<file path="config.mk">
export PLATFORM = sky130hd
export DESIGN_NAME = l1_refill_initiator
export DESIGN_NICKNAME = d
export VERILOG_FILES = /design/src/rtl/l1_refill_initiator.sv
export SDC_FILE = /design/constraint.sdc
export NUM_CORES = 1
export LEC_CHECK = 0
export CAP_MARGIN = 25
export CORE_ASPECT_RATIO = 0.8
export CORE_MARGIN = 5
export CORE_UTILIZATION = 46
export CTS_CLUSTER_DIAMETER = 150
export DETAILED_ROUTE_END_ITERATION = 8
export PLACE_DENSITY_LB_ADDON = 0.2
export SYNTH_ARGS = -nofsm -noshare
export SYNTH_HDL_FRONTEND = slang
export SYNTH_SLANG_ARGS = --single-unit
export TNS_END_PERCENT = 100
</file>
<file path="constraint.sdc">
create_clock -name CLK -period 13.8 [get_ports CLK]
set_clock_uncertainty 0.1 [all_clocks]
set_input_delay 2.76 -clock CLK [delete_from_list [all_inputs] [get_ports CLK]]
set_output_delay 2.76 -clock CLK [all_outputs]
set_load 0.1 [all_outputs]
</file>
<file path="src/rtl/l1_refill_initiator.sv">
// l1_refill_initiator
// Cache-side initiator for the L1-to-L2 read channel. A miss from the L1
// controller becomes one burst word address on the L2 address channel. The
// block then collects BLOCK_WORDS beats into a line buffer, flags the missed
// (critical) word, and hands the complete line back to the cache.
//
// Optional build macro: L1_REFILL_CRITICAL_WORD_FIRST_EN
//   defined   - the burst starts at the missed word. L2 returns the beats in
//               wrapping order, so the first beat is the critical word.
//   undefined - the burst starts at the line base and the beats arrive in
//               sequential order.
//
// Ports:
//   CLK, RST                 clock (rising edge); async active-high reset
//   MISS_VALID/READY         refill request handshake from the cache
//   MISS_ADDRESS             word address of the missed word
//   ADDRESS_TO_L2_VALID/READY, ADDRESS_TO_L2
//                            burst start address to L2
//   DATA_FROM_L2_VALID/READY, DATA_FROM_L2
//                            data beats from L2
//   CRITICAL_VALID           one-cycle pulse: CRITICAL_WORD updated
//   CRITICAL_WORD            missed word, held until the next one arrives
//   FILL_VALID/READY         completed line handshake to the cache
//   FILL_ADDRESS, FILL_LINE  line base word address and line contents
//   BUSY                     high whenever not idle
module l1_refill_initiator #(
  parameter int ADDRESS_WIDTH = 32,
  parameter int L2_BUS_WIDTH  = 32,
  parameter int BLOCK_WORDS   = 8
) (
  input  logic                                  CLK,
  input  logic                                  RST,
  input  logic                                  MISS_VALID,
  output logic                                  MISS_READY,
  input  logic [ADDRESS_WIDTH-3:0]              MISS_ADDRESS,
  output logic                                  ADDRESS_TO_L2_VALID,
  input  logic                                  ADDRESS_TO_L2_READY,
  output logic [ADDRESS_WIDTH-3:0]              ADDRESS_TO_L2,
  input  logic                                  DATA_FROM_L2_VALID,
  output logic                                  DATA_FROM_L2_READY,
  input  logic [L2_BUS_WIDTH-1:0]               DATA_FROM_L2,
  output logic                                  CRITICAL_VALID,
  output logic [L2_BUS_WIDTH-1:0]               CRITICAL_WORD,
  output logic                                  FILL_VALID,
  input  logic                                  FILL_READY,
  output logic [ADDRESS_WIDTH-3:0]              FILL_ADDRESS,
  output logic [L2_BUS_WIDTH*BLOCK_WORDS-1:0]   FILL_LINE,
  output logic                                  BUSY
);

  localparam int WAW = ADDRESS_WIDTH - 2;
  localparam int IW  = $clog2(BLOCK_WORDS);
  localparam int LW  = L2_BUS_WIDTH * BLOCK_WORDS;

  typedef enum logic [1:0] {IDLE, ADDR, DATA, FILL} state_t;

  state_t state, state_next;

  logic [WAW-1:0]          l2_address_q;
  logic [WAW-1:0]          line_base_q;
  logic [IW-1:0]           crit_idx_q;
  logic [IW-1:0]           beat_cnt_q;
  logic [LW-1:0]           line_q;
  logic [L2_BUS_WIDTH-1:0] crit_word_q;
  logic                    crit_valid_q;

  logic           accept_miss;
  logic           addr_fire;
  logic           beat_fire;
  logic           last_beat;
  logic [IW-1:0]  start_idx;
  logic [IW-1:0]  write_idx;
  logic [IW-1:0]  miss_idx;
  logic [WAW-1:0] miss_base;

  assign accept_miss = (state == IDLE) && MISS_VALID;
  assign addr_fire   = (state == ADDR) && ADDRESS_TO_L2_READY;
  assign beat_fire   = (state == DATA) && DATA_FROM_L2_VALID;
  assign last_beat   = beat_fire && (beat_cnt_q == IW'(BLOCK_WORDS - 1));
  assign miss_idx    = MISS_ADDRESS[IW-1:0];
  assign miss_base   = {MISS_ADDRESS[WAW-1:IW], {IW{1'b0}}};

  // In the wrapping build the first beat belongs to the missed word, so the
  // start index is the critical index. In the sequential build it is the
  // line base. The IW-bit sum wraps modulo BLOCK_WORDS on its own.
`ifdef L1_REFILL_CRITICAL_WORD_FIRST_EN
  assign start_idx = crit_idx_q;
`else
  assign start_idx = '0;
`endif
  assign write_idx = start_idx + beat_cnt_q;

  always_ff @(posedge CLK or posedge RST) begin
    if (RST) state <= IDLE;
    else     state <= state_next;
  end

  always_comb begin
    state_next = state;
    case (state)
      IDLE:    if (MISS_VALID)          state_next = ADDR;
      ADDR:    if (ADDRESS_TO_L2_READY) state_next = DATA;
      DATA:    if (last_beat)           state_next = FILL;
      FILL:    if (FILL_READY)          state_next = IDLE;
      default:                          state_next = IDLE;
    endcase
  end

  // Datapath. Reset wipes everything so that an aborted burst leaves no
  // partial line, address or critical word behind.
  always_ff @(posedge CLK or posedge RST) begin
    if (RST) begin
      l2_address_q <= '0;
      line_base_q  <= '0;
      crit_idx_q   <= '0;
      beat_cnt_q   <= '0;
      line_q       <= '0;
      crit_word_q  <= '0;
      crit_valid_q <= 1'b0;
    end else begin
      if (accept_miss) begin
        line_base_q <= miss_base;
        crit_idx_q  <= miss_idx;
`ifdef L1_REFILL_CRITICAL_WORD_FIRST_EN
        l2_address_q <= MISS_ADDRESS;
`else
        l2_address_q <= miss_base;
`endif
      end
      if (addr_fire) beat_cnt_q <= '0;
      if (beat_fire) begin
        beat_cnt_q <= beat_cnt_q + 1'b1;
        for (int i = 0; i < BLOCK_WORDS; i++) begin
          if (write_idx == IW'(i)) line_q[i*L2_BUS_WIDTH +: L2_BUS_WIDTH] <= DATA_FROM_L2;
        end
        if (write_idx == crit_idx_q) crit_word_q <= DATA_FROM_L2;
      end
      crit_valid_q <= beat_fire && (write_idx == crit_idx_q);
    end
  end

  assign MISS_READY          = (state == IDLE);
  assign ADDRESS_TO_L2_VALID = (state == ADDR);
  assign DATA_FROM_L2_READY  = (state == DATA);
  assign FILL_VALID          = (state == FILL);
  assign BUSY                = (state != IDLE);
  assign ADDRESS_TO_L2       = l2_address_q;
  assign FILL_ADDRESS        = line_base_q;
  assign FILL_LINE           = line_q;
  assign CRITICAL_WORD       = crit_word_q;
  assign CRITICAL_VALID      = crit_valid_q;

endmodule

</file>
# After elaboration in Yosys (flattened, before gate mapping)
# Index checks and enable logic that the tools add are counted.
# word_totals
register_bits	324
in_bits	68
out_inout_bits	354
word_cells	56
# op_classes
n_addsub	1
n_eq_ne	15
n_mux	7
n_reduce_logical	19
# op_table
cell	count
2-bit AND reduction	9
3-bit == test, second input constant	4
2-bit 2-to-1 mux	4
2-bit one-hot mux with 4 select lines	1
3-bit by 2-bit == test with 1-bit output, second input constant	2
3-bit 2-to-1 mux	2
2-bit by 1-bit != test with 1-bit output, second input constant	3
1-bit logical AND	5
2-bit == test, second input constant	2
4-bit AND reduction	1
2-bit nonzero test	2
3-bit by 1-bit adder with 3-bit output, second input constant	1
3-bit by 1-bit == test with 1-bit output, second input constant	1
3-bit == test	1
3-bit logical NOT	1
2-bit by 1-bit == test with 1-bit output, second input constant	1
2-bit logical NOT	1
2-bit != test, second input constant	1

# Longest topological paths before layout
# depth
ltp_word	5
ltp_mapped	6
mapped_depth_nobuf	5

# Worst setup path after synthesis
# Ideal clock, no wire load.
# synth_path
kind	reg2out
startpoint	reg state[0]
endpoint	out BUSY
t_arrival_ns	2.012
path_slack_ns	8.928
path_stages_with_launch	4
cell_sequence	dfrtp_1 > inv_1 > ha_1 > inv_1
# synth_via
elab_chain_cells	1
# synth_lines
item	line_no	source
start, declared	57	state_t state, state_next;
start signal, assigned	95	else state <= state_next;
2-bit nonzero test	146	assign BUSY = (state != IDLE);
end, declared	48	output logic BUSY
# No other way between the ends.

# Worst setup path in the final report
# layout_path
startpoint	reg state[0]
endpoint	out DATA_FROM_L2_READY
# layout_via
elab_chain_cells	1
# layout_lines
item	line_no	source
2-bit == test	144	assign DATA_FROM_L2_READY = (state == DATA);
end, declared	40	output logic DATA_FROM_L2_READY,
# No other way between the ends.

==> qor.yml <==
layout:
  nets: 1237
  fill_cells: 1934
  drive_above_1_share_pct: 33.45
  diodes: 0
  multi_input_area_mm2: 0.003955
  register_area_mm2: 0.008108
  syn2layout_area_growth_pct: 44.67
  stdcell_area_mm2: 0.01805
floorplan:
  die_x_um: 194.1
  die_area_mm2: 0.03054
  boundaryPins: 422
  die_y_um: 157.3
  core_mm2: 0.02653
  rows: 53
  initial_core_util_pct: 47.03
clocking:
  post_cts_buffers: 0
  cts_resized: 0
  clk_pin_slew_ns: 0.06
  cts.sinks: 324
  htree_levels: 2
  numCtsBuffers: 35
  hold_buffers: 0
  cts_tree: "done"
  root_buffer: "clkbuf_16"
  clockBufferDepth: 3
  clk_latency_ns: 0.49
timing:
  setup_ws_ns: 8.123
  relSlewSlack_pct: 28.58
  rsz0062_at_grt: "no"
  layout_min_cycle_time_ns: 5.677
  hold_viol: 0
  fmax_mhz: 176.2
  hold-worst-slack_ns: 0.3845
  tightest_slew_ns: 1.068
  period_share_pct: 41.13
  drv_slew: 0
  setup_violations: 0
  finalSetupTns_ns: 0
setup_path:
  crit_family: "buffers and inverters"
  required_ns: 10.94
  cp-end-kind: "output pin"
  cp.buffers_inverters: 2
  start_kind: "flop"
  cp_max_fo: 14
  cp_cell_sequence: "inv_1 > ha_1 > clkdlybuf4s50_1"
  critPathArrivalTime_ns: 2.82
  slowest_delay_ns: 1.27
  cpMaxStageDelayCell: "clkdlybuf4s50_1"
  path_class: "flop to output pin"
yosys:
  synthFlopType: "dfrtp_1"
  synthTopCellsByArea: "dfrtp_1, mux2_2, buf_4"
  yosysMostFrequentCell: "dfrtp_1"
  synth_seq_cells: 324
  ys_seq_area_share_pct: 64.99
  synth_warnings: 0
  synth_top_area_share_pct: 64.99
  syn_avg_cell_area_um2: 16.57
  synth_common_cells: "dfrtp_1, mux2_2, buf_4"
  yosysUniqueCellTypes: 24
  synth_largest_area_cell: "dfrtp_1"
  async_flop_share_pct: 100.0
  syn-cell-area_mm2: 0.01248
  synth_edf_count: 0
  syn_inst: 753
global_route:
  antenna_found_initial: 1
  grt_pass1_wl_mm: 53.15
  grt_use_total_pct: 22.62
  grt_max_degree: 96
  grt_pass1_vias: 8447
  gr-total-overflow: 0
drt:
  wl_per_cell_um: 22.96
  vias: 7829
  drtIter0Drc: 317
  wirelength_mm: 35.38
  firstDrtPassIters: 4
  drc_errors: 0
  viasPerCell: 5.080
  ant_nets: 0
place:
  dp_slack_ns: 8.035
  gp_congestion: 0.7725
  placed_cell_area_mm2: 0.01685
  dp_hpwl_mm: 24.75
  port_buffers: 415
hold_path:
  hold_path.class: "flop to flop"
flow_run:
  cap_violations: 0
outcome:
  status: "complete, no violations"
-- placed cells by master (no fill, tap or decap), drive strengths merged --
| master | synthesis | layout |
|---|---|---|
| clkinv | 0 | 8 |
| mux2 | 319 | 319 |
| buf | 62 | 14 |
| nor2b | 3 | 3 |
| dfrtp | 324 | 324 |
| bufinv | 0 | 1 |
| clkbuf | 3 | 53 |
| a32o | 1 | 1 |
| nand2 | 4 | 4 |
| clkdlybuf4s50 | 0 | 415 |
| nor4 | 1 | 1 |
| inv | 7 | 7 |
| o21ai | 2 | 2 |
| nand4 | 4 | 4 |
| a2111oi | 1 | 1 |
| or2 | 1 | 1 |
| nand3 | 4 | 4 |
| a22oi | 1 | 1 |
| o32a | 1 | 1 |
| conb | 1 | 6 |
| and2b | 1 | 1 |
| ha | 10 | 10 |
| xor2 | 3 | 3 |
-- area by class of cell --
class	instances	area share, %
clock buffers	53	6.073
repair buffers	429	23.96
well taps	357	2.475
multi-input cells	362	21.91
clock inverters	9	0.4714
flip-flops and latches	324	44.92
inverters	7	0.1872
-- path summary, 6_finish.rpt --
path                                                from                            end  slack (ns)  cells past startpoint
hold / removal             CRITICAL_WORD[24]$_DFFE_PP0P_  CRITICAL_WORD[24]$_DFFE_PP0P_        0.38                      1
min in group asynchronous                            RST   CRITICAL_WORD[0]$_DFFE_PP0P_        2.69                      2
max in group asynchronous                            RST     FILL_LINE[178]$_DFFE_PP0P_        8.67                      4
setup reg to reg                    state[0]$_DFFE_PP0P_     FILL_LINE[216]$_DFFE_PP0P_       10.79                      5
hold reg to reg            CRITICAL_WORD[24]$_DFFE_PP0P_  CRITICAL_WORD[24]$_DFFE_PP0P_        0.38                      1
setup / recovery                    state[0]$_DFFE_PP0P_             DATA_FROM_L2_READY        8.12                      3
-- flip-flops by register name, summed over array words and instances (netlist names) --
| signal | flops |
|---|---|
| state | 2 |
| CRITICAL_WORD | 32 |
| CRITICAL_VALID | 1 |
| FILL_LINE | 256 |
| FILL_ADDRESS | 27 |
| crit_idx_q | 3 |
| beat_cnt_q | 3 |
-- metrics by stage --
stage | utilization (%) | cells
after detailed placement | 63.51 | 1478
after global placement | 63.23 | 1475
final | 68.04 | 1541
after CTS | 67.97 | 1540
after floorplan | - | 758
after global routing | 68.04 | 1541
-- layer usage --
layer | vias up | share of wire (%) | GRT usage (%)
met4 | 0 | 3.0 | 6.794
met2 | 290 | 49 | 38.58
li1 | 3441 | - | -
met3 | 65 | 6.4 | 6.013
met1 | 4033 | 41 | 28.82
met5 | - | 0 | 0
-- kinds of logic (layout without fill, tap and decap cells) --
family,count (synthesis),after routing,share of synthesized area [%]
buffers and inverters,72,498,3.620
AOI/OAI and AO/OA,6,6,0.4212
xor gates and xnor gates,3,3,0.2106
DFF,324,324,64.99
and+or+nand+nor,18,18,0.9328
other,1,6,0.03006
adders and majority gates,10,10,1.003
muxes,319,319,28.79
Power is left out: the tool's default activity adds up to more than one toggle a clock period on the data nets, which glitch-free logic cannot reach.
